<file path="src/rtl/regfile_alu_pipe.sv">
// regfile_alu_pipe: WIDTH x DEPTH register file feeding a two-stage ALU pipe.
//   S1 captures the accepted instruction and its two operands.
//   S2 computes the result combinationally and writes it back at the next edge,
//   also presenting it on the res_* bus for one cycle.
// Handshake: an instruction transfers on a rising edge where in_valid && in_ready;
//   the requester holds every in_* field stable while in_valid && !in_ready.
// Optional feature macro: REGFILE_ALU_BYPASS_EN
//   defined   - S2 result is forwarded into operand capture, in_ready is always 1.
//   undefined - a source matching the in-flight destination stalls for one cycle.
module regfile_alu_pipe #(
  parameter  int WIDTH = 16,
  parameter  int DEPTH = 8,
  localparam int AW    = $clog2(DEPTH)
) (
  input  logic             clk,
  input  logic             reset,
  input  logic             in_valid,
  output logic             in_ready,
  input  logic             in_load,
  input  logic [1:0]       in_op,
  input  logic [AW-1:0]    in_src_a,
  input  logic [AW-1:0]    in_src_b,
  input  logic [AW-1:0]    in_dst,
  input  logic [WIDTH-1:0] ext_data,
  output logic             res_valid,
  output logic [AW-1:0]    res_dst,
  output logic [WIDTH-1:0] res_data,
  output logic             res_cout,
  input  logic [AW-1:0]    dbg_addr,
  output logic [WIDTH-1:0] dbg_data
);

  localparam logic [1:0] OP_ADD = 2'b00;
  localparam logic [1:0] OP_SUB = 2'b01;
  localparam logic [1:0] OP_AND = 2'b10;

  // Architectural register file.
  logic [WIDTH-1:0] regs_q [DEPTH];

  // S1 operand register.
  logic             s1_valid_q;
  logic             s1_load_q;
  logic [1:0]       s1_op_q;
  logic [AW-1:0]    s1_dst_q;
  logic [WIDTH-1:0] s1_ext_q;
  logic [WIDTH-1:0] s1_a_q;
  logic [WIDTH-1:0] s1_b_q;

  // Write-back result register.
  logic             res_valid_q;
  logic [AW-1:0]    res_dst_q;
  logic [WIDTH-1:0] res_data_q;
  logic             res_cout_q;

  // S2 combinational result.
  logic [WIDTH-1:0] s2_result;
  logic             s2_cout;
  logic [WIDTH:0]   sum_ext;

  // Operand capture values and handshake.
  logic             hit_a;
  logic             hit_b;
  logic [WIDTH-1:0] opa_d;
  logic [WIDTH-1:0] opb_d;
  logic             accept;

  // S2 execute: one extra bit on the adder holds the carry out of bit WIDTH-1.
  always_comb begin
    sum_ext   = '0;
    s2_result = '0;
    s2_cout   = 1'b0;
    if (s1_load_q) begin
      s2_result = s1_ext_q;
    end else begin
      case (s1_op_q)
        OP_ADD: begin
          sum_ext   = {1'b0, s1_a_q} + {1'b0, s1_b_q};
          s2_result = sum_ext[WIDTH-1:0];
          s2_cout   = sum_ext[WIDTH];
        end
        OP_SUB: begin
          sum_ext   = {1'b0, s1_a_q} + {1'b0, ~s1_b_q} + {{WIDTH{1'b0}}, 1'b1};
          s2_result = sum_ext[WIDTH-1:0];
          s2_cout   = sum_ext[WIDTH];
        end
        OP_AND:  s2_result = s1_a_q & s1_b_q;
        default: s2_result = s1_a_q | s1_b_q;
      endcase
    end
  end

  // Hazard detection against the single in-flight instruction; only S1 can be
  // unwritten, anything older has already reached the file.
  always_comb begin
    hit_a = s1_valid_q && (in_src_a == s1_dst_q);
    hit_b = s1_valid_q && (in_src_b == s1_dst_q);
`ifdef REGFILE_ALU_BYPASS_EN
    opa_d    = hit_a ? s2_result : regs_q[in_src_a];
    opb_d    = hit_b ? s2_result : regs_q[in_src_b];
    in_ready = 1'b1;
`else
    opa_d    = regs_q[in_src_a];
    opb_d    = regs_q[in_src_b];
    in_ready = !(hit_a || hit_b);
`endif
  end

  assign accept = in_valid && in_ready;

  // S1 valid flag: set for exactly the cycle after an accept; reset drops it.
  always_ff @(posedge clk) begin
    if (reset) begin
      s1_valid_q <= 1'b0;
    end else begin
      s1_valid_q <= accept;
    end
  end

  // S1 payload: only meaningful while s1_valid_q, so it needs no reset.
  always_ff @(posedge clk) begin
    if (accept) begin
      s1_load_q <= in_load;
      s1_op_q   <= in_op;
      s1_dst_q  <= in_dst;
      s1_ext_q  <= ext_data;
      s1_a_q    <= opa_d;
      s1_b_q    <= opb_d;
    end
  end

  // S2 write-back into the file and the one-cycle result pulse.
  always_ff @(posedge clk) begin
    if (reset) begin
      for (int i = 0; i < DEPTH; i++) begin
        regs_q[i] <= '0;
      end
      res_valid_q <= 1'b0;
      res_dst_q   <= '0;
      res_data_q  <= '0;
      res_cout_q  <= 1'b0;
    end else begin
      res_valid_q <= s1_valid_q;
      if (s1_valid_q) begin
        regs_q[s1_dst_q] <= s2_result;
        res_dst_q        <= s1_dst_q;
        res_data_q       <= s2_result;
        res_cout_q       <= s2_cout;
      end
    end
  end

  assign res_valid = res_valid_q;
  assign res_dst   = res_dst_q;
  assign res_data  = res_data_q;
  assign res_cout  = res_cout_q;

  // Debug port shows the file only; in-flight results are not visible here.
  assign dbg_data = regs_q[dbg_addr];

endmodule

</file>
<file path="config.mk">
export PLATFORM = sky130hd
export DESIGN_NAME = regfile_alu_pipe
export DESIGN_NICKNAME = d
export VERILOG_FILES = /design/src/rtl/regfile_alu_pipe.sv
export SDC_FILE = /design/constraint.sdc
export NUM_CORES = 1
export LEC_CHECK = 0
export CORE_ASPECT_RATIO = 2
export CORE_MARGIN = 3
export CORE_UTILIZATION = 45
export CTS_CLUSTER_SIZE = 14
export DETAILED_ROUTE_END_ITERATION = 10
export GPL_TIMING_DRIVEN = 0
export PLACE_DENSITY = 0.63
export SYNTH_ARGS = -nofsm -noshare
export SYNTH_HDL_FRONTEND = slang
export SYNTH_SLANG_ARGS = --single-unit
export TNS_END_PERCENT = 1
</file>
<file path="constraint.sdc">
create_clock -name clk -period 3.6 [get_ports clk]
set_input_delay 0.72 -clock clk [delete_from_list [all_inputs] [get_ports clk]]
set_output_delay 0.72 -clock clk [all_outputs]
set_load 0.03 [all_outputs]
</file>
==> reports/metrics.cfg <==
[hold_path]
timing.hold.worst.class = flop to flop
min-delay-start = res_data[8]$_SDFFE_PP0P_
min_delay_worst_endpoint = res_data[8]$_SDFFE_PP0P_
number_of_instances_on_the_worst_hold_path = 2

[logic_synthesis]
syn_area_per_cell_um2 = 12.6
synth_seq_area_share_pct = 47.5
synth-main-ff-cell = sky130_fd_sc_hd__edfxtp_1
netlist_area_before_placement_um2 = 12400
synth_fp_nets = 1074
synth_edf_count = 182
synth-seq-cells = 204
async_flop_share_pct = 0
yosysWarnings = 0
ys_types = 69
postSynthCellCount = 985

[clock_tree]
clock_tree.htree_level_count = 1
cts.reportedPaths.clkPinSlew_ns = 0.06
post_cts.repair.setup_buffers = 0
numCtsBuffers = 21
ctsHoldBuffers = 0
clock_sink_count = 204
clockBufferDepth = 3
insertion_delay_to_the_later_sink_of_the_worst_skew_pair_ns = 0.54
clock_tree_from_tritoncts = built
clock_tree_root_driver_cell = sky130_fd_sc_hd__clkbuf_16

[pwr]
netSwitchingPower_mw = 1.95
power_frac_seq_pct = 43.6
clkPwrFrac_pct = 33.3
power.share.combinational_pct = 23.1
pwr_density_cell_nw_per_um2 = 456
netSwitchingFraction_pct = 30.2
vdd_drop_max_v = 0.000421
leakagePower_nw = 5.26
cellInternalPower_mw = 4.52
fin_total_pwr_mw = 6.47

[finish]
diodes = 0
flow.area_growth_from_synthesis_pct = 14.3
drive_gt1_share_pct = 20.7
fin_nets = 1159
storage_cell_area_um2 = 5910
final_core_util_pct = 52.6
area_of_the_multi_input_gates_um2 = 6060
n_fill_cell = 2390

[global_route]
number_of_global_route_vias_before_repair = 9030
global_route.overflow_total = 0
grt_max_degree = 56
grt_first_pass_wirelength_mm = 54.1
gr-usage-all-layers_pct = 24.9
grt_antenna_before_repair = 0

[sta]
grt_setup_unrepaired = no
number_of_max_slew_violations_in_the_final_report = 0
whs_ns = 0.470
fin_crit_sh_pct = 98.2
tightest_slew_ns = 1.09
hold_violations = 0
post-route-min-period_ns = 3.54
final.setup.tns_ns = 0
maxClockFrequency_mhz = 283
setup_viol = 0
slew-limit-headroom_pct = 27.1
final.setup_skew_ns = 0.0382

[critical_path]
setup.worst_path.end_class = primary output
timing.setup.critical_path_class = input pin to primary output
worstRegToRegCells = 11
rr_endpoint = regs_q[5][14]$_SDFFCE_PN0P_
worst_path_largest_cell_delay_ns = 0.62
timing.critical_path.mode_cell = sky130_fd_sc_hd__clkdlybuf4s50_1
cp_cell_sequence = clkdlybuf4s50_1 -> buf_4 -> mux4_2 -> mux2_2 -> clkdlybuf4s50_1
critical_path.reg2reg.startpoint = s1_b_q[0]$_DFFE_PP_
worst-r2r-setup-slack_ns = 0.24
critical-path-slowest-cell = sky130_fd_sc_hd__clkdlybuf4s50_1
timing.critical_path.fanout_max = 10
required_ns = 2.88
critical_path_data_arrival_time_ns = 2.82
crit_path_start_kind = input pin

[placed_design]
place_hpwl_mm = 28.0
io_buffer_count = 63
gp_routability_congestion = 0.940

[detailed_routing]
vias = 8522
detail_route.drc_violations = 0
detail_route.wl_per_cell_um = 25.0
routed_via_density = 5.95
ant_nets = 0
drtIter0Drc = 731
wl_mm = 35.9
detail_route.first_pass.iterations = 5

[run]
cap_violations = 0

[floorplanning]
ios = 72
floorplan.initialDensity_pct = 46.0
fp.dieW_um = 123
floorplan.die_area_um2 = 29800
core_area_um2 = 27000
fp-row-count = 85
fp.dieH_um = 241

[status]
outcome = finished, final reports clean

worst max-delay path: cells and delay by family:
family / cells / cell delay, ns
buf+inv: 3 / 1.49
mux: 2 / 0.59
kinds of logic after synthesis:
| family | synth area share [%] |
|---|---|
| AND/OR/NAND/NOR | 10.3 |
| buffers and inverters | 3.78 |
| flip-flops | 47.5 |
| AO/OA/AOI/OAI | 8.51 |
| multiplexers | 22.9 |
| adder cells (fa/ha/maj) | 5.66 |
| XOR/XNOR | 1.26 |
routing by layer:
layer | share of wire [%] | routed length, µm | global-route usage [%] | vias up
met2 | 58 | 20600 | 47.2 | 295
met1 | 33 | 11800 | 25.6 | 4238
met5 | 0 | 0 | 0 | -
met4 | 5.7 | 2060 | 14.7 | 0
li1 | - | - | - | 3873
met3 | 3.7 | 1340 | 2.72 | 116
flip-flops by register name (all words and copies together), names as in the netlist:
name and flops:
res_valid 1, s1_dst_q 3, res_cout 1, s1_op_q 2, s1_b_q 16, s1_a_q 16
res_dst 3, s1_ext_q 16, regs_q 128, s1_load_q 1, s1_valid_q 1, res_data 16
how the worst max path moves through the flow:
stage / from / end / slack (ns) / cells after the start
floorplan: in_src_a[2] / s1_a_q[0]$_DFFE_PP_ / 0.37 / 5
global placement: dbg_addr[0] / dbg_data[4] / -0.57 / 5
detailed placement: dbg_addr[0] / dbg_data[4] / -0.57 / 5
CTS: dbg_addr[1] / dbg_data[12] / -0.007 / 5
global route: dbg_addr[1] / dbg_data[6] / 0.002 / 5
finish: dbg_addr[1] / dbg_data[8] / 0.06 / 5
cells in the final DEF, fill, tap and decap left out, types with 4 or more instances in the layout:
master	instances
sky130_fd_sc_hd__nor2_1	173
sky130_fd_sc_hd__inv_1	47
sky130_fd_sc_hd__dlygate4sd2_1	4
sky130_fd_sc_hd__dlymetal6s2s_1	8
sky130_fd_sc_hd__o21ai_0	21
sky130_fd_sc_hd__buf_2	12
sky130_fd_sc_hd__nand3_1	13
sky130_fd_sc_hd__buf_4	5
sky130_fd_sc_hd__nand4_1	4
sky130_fd_sc_hd__nand2b_1	23
sky130_fd_sc_hd__ha_1	53
sky130_fd_sc_hd__clkbuf_1	42
sky130_fd_sc_hd__o21bai_1	4
sky130_fd_sc_hd__xnor2_1	6
sky130_fd_sc_hd__mux2i_1	9
sky130_fd_sc_hd__nor3_1	9
sky130_fd_sc_hd__edfxtp_1	182
sky130_fd_sc_hd__mux2_2	49
sky130_fd_sc_hd__and3_1	4
sky130_fd_sc_hd__a21oi_1	51
sky130_fd_sc_hd__clkdlybuf4s50_1	51
sky130_fd_sc_hd__o21ai_1	4
sky130_fd_sc_hd__mux4_2	97
sky130_fd_sc_hd__a31oi_1	4
sky130_fd_sc_hd__xor2_1	10
sky130_fd_sc_hd__clkbuf_16	21
sky130_fd_sc_hd__nor4_1	5
sky130_fd_sc_hd__nand2_1	38
sky130_fd_sc_hd__a211oi_1	13
sky130_fd_sc_hd__buf_1	16
sky130_fd_sc_hd__a21o_1	6
sky130_fd_sc_hd__dfxtp_1	22
sky130_fd_sc_hd__nor2b_1	9
through the flow:
stage	area, µm²	setup WS [ns]	instances
finish	14200	0.0631	1433
CTS	14200	-0.00715	1434
detailed placement	13500	-0.572	1396
floorplan	12400	0.370	985
global placement	13500	-0.573	1396
global route	14200	0.00238	1433
final cells by class:
cell class | instances | area share [%]
tap | 348 | 3.07
timing repair buffer | 63 | 4.55
sequential | 204 | 41.6
clock buffer | 30 | 4.08
buffer | 70 | 2.21
multi-input combinational | 662 | 42.7
clock inverter | 8 | 0.538
inverter | 48 | 1.27
timing repair:
item	CTS	global route
endpoints found under the hold margin	0	0
endpoints found under the setup margin	25	30
resized for setup	28	11
cloned	0	0
power groups by stage:
| stage | combinational (mW) | sequential [mW] | clock [mW] |
|---|---|---|---|
| finish | 1.50 | 2.82 | 2.15 |
| detailed placement | 1.48 | 2.87 | 0 |
| global route | 1.60 | 2.84 | 2.26 |
| floorplan | 0.983 | 2.87 | 0 |
| CTS | 1.49 | 2.82 | 2.19 |
| global placement | 1.47 | 2.86 | 0 |
cell usage after synthesis (all sizes together), types with 11 or more instances:
library cell | count | area [µm²]
mux2 | 49 | 552
mux4 | 97 | 2180
edfxtp | 182 | 5470
nand2 | 38 | 143
inv | 47 | 176
xor2 | 11 | 104
a211oi | 15 | 123
nand3 | 13 | 65.1
dfxtp | 22 | 440
buf | 32 | 143
o21ai | 27 | 143
a21oi | 52 | 264
ha | 53 | 663
clkbuf | 39 | 146
nor2 | 173 | 649
nand2b | 23 | 144
Note: power is estimated with default switching activity, not from simulation.
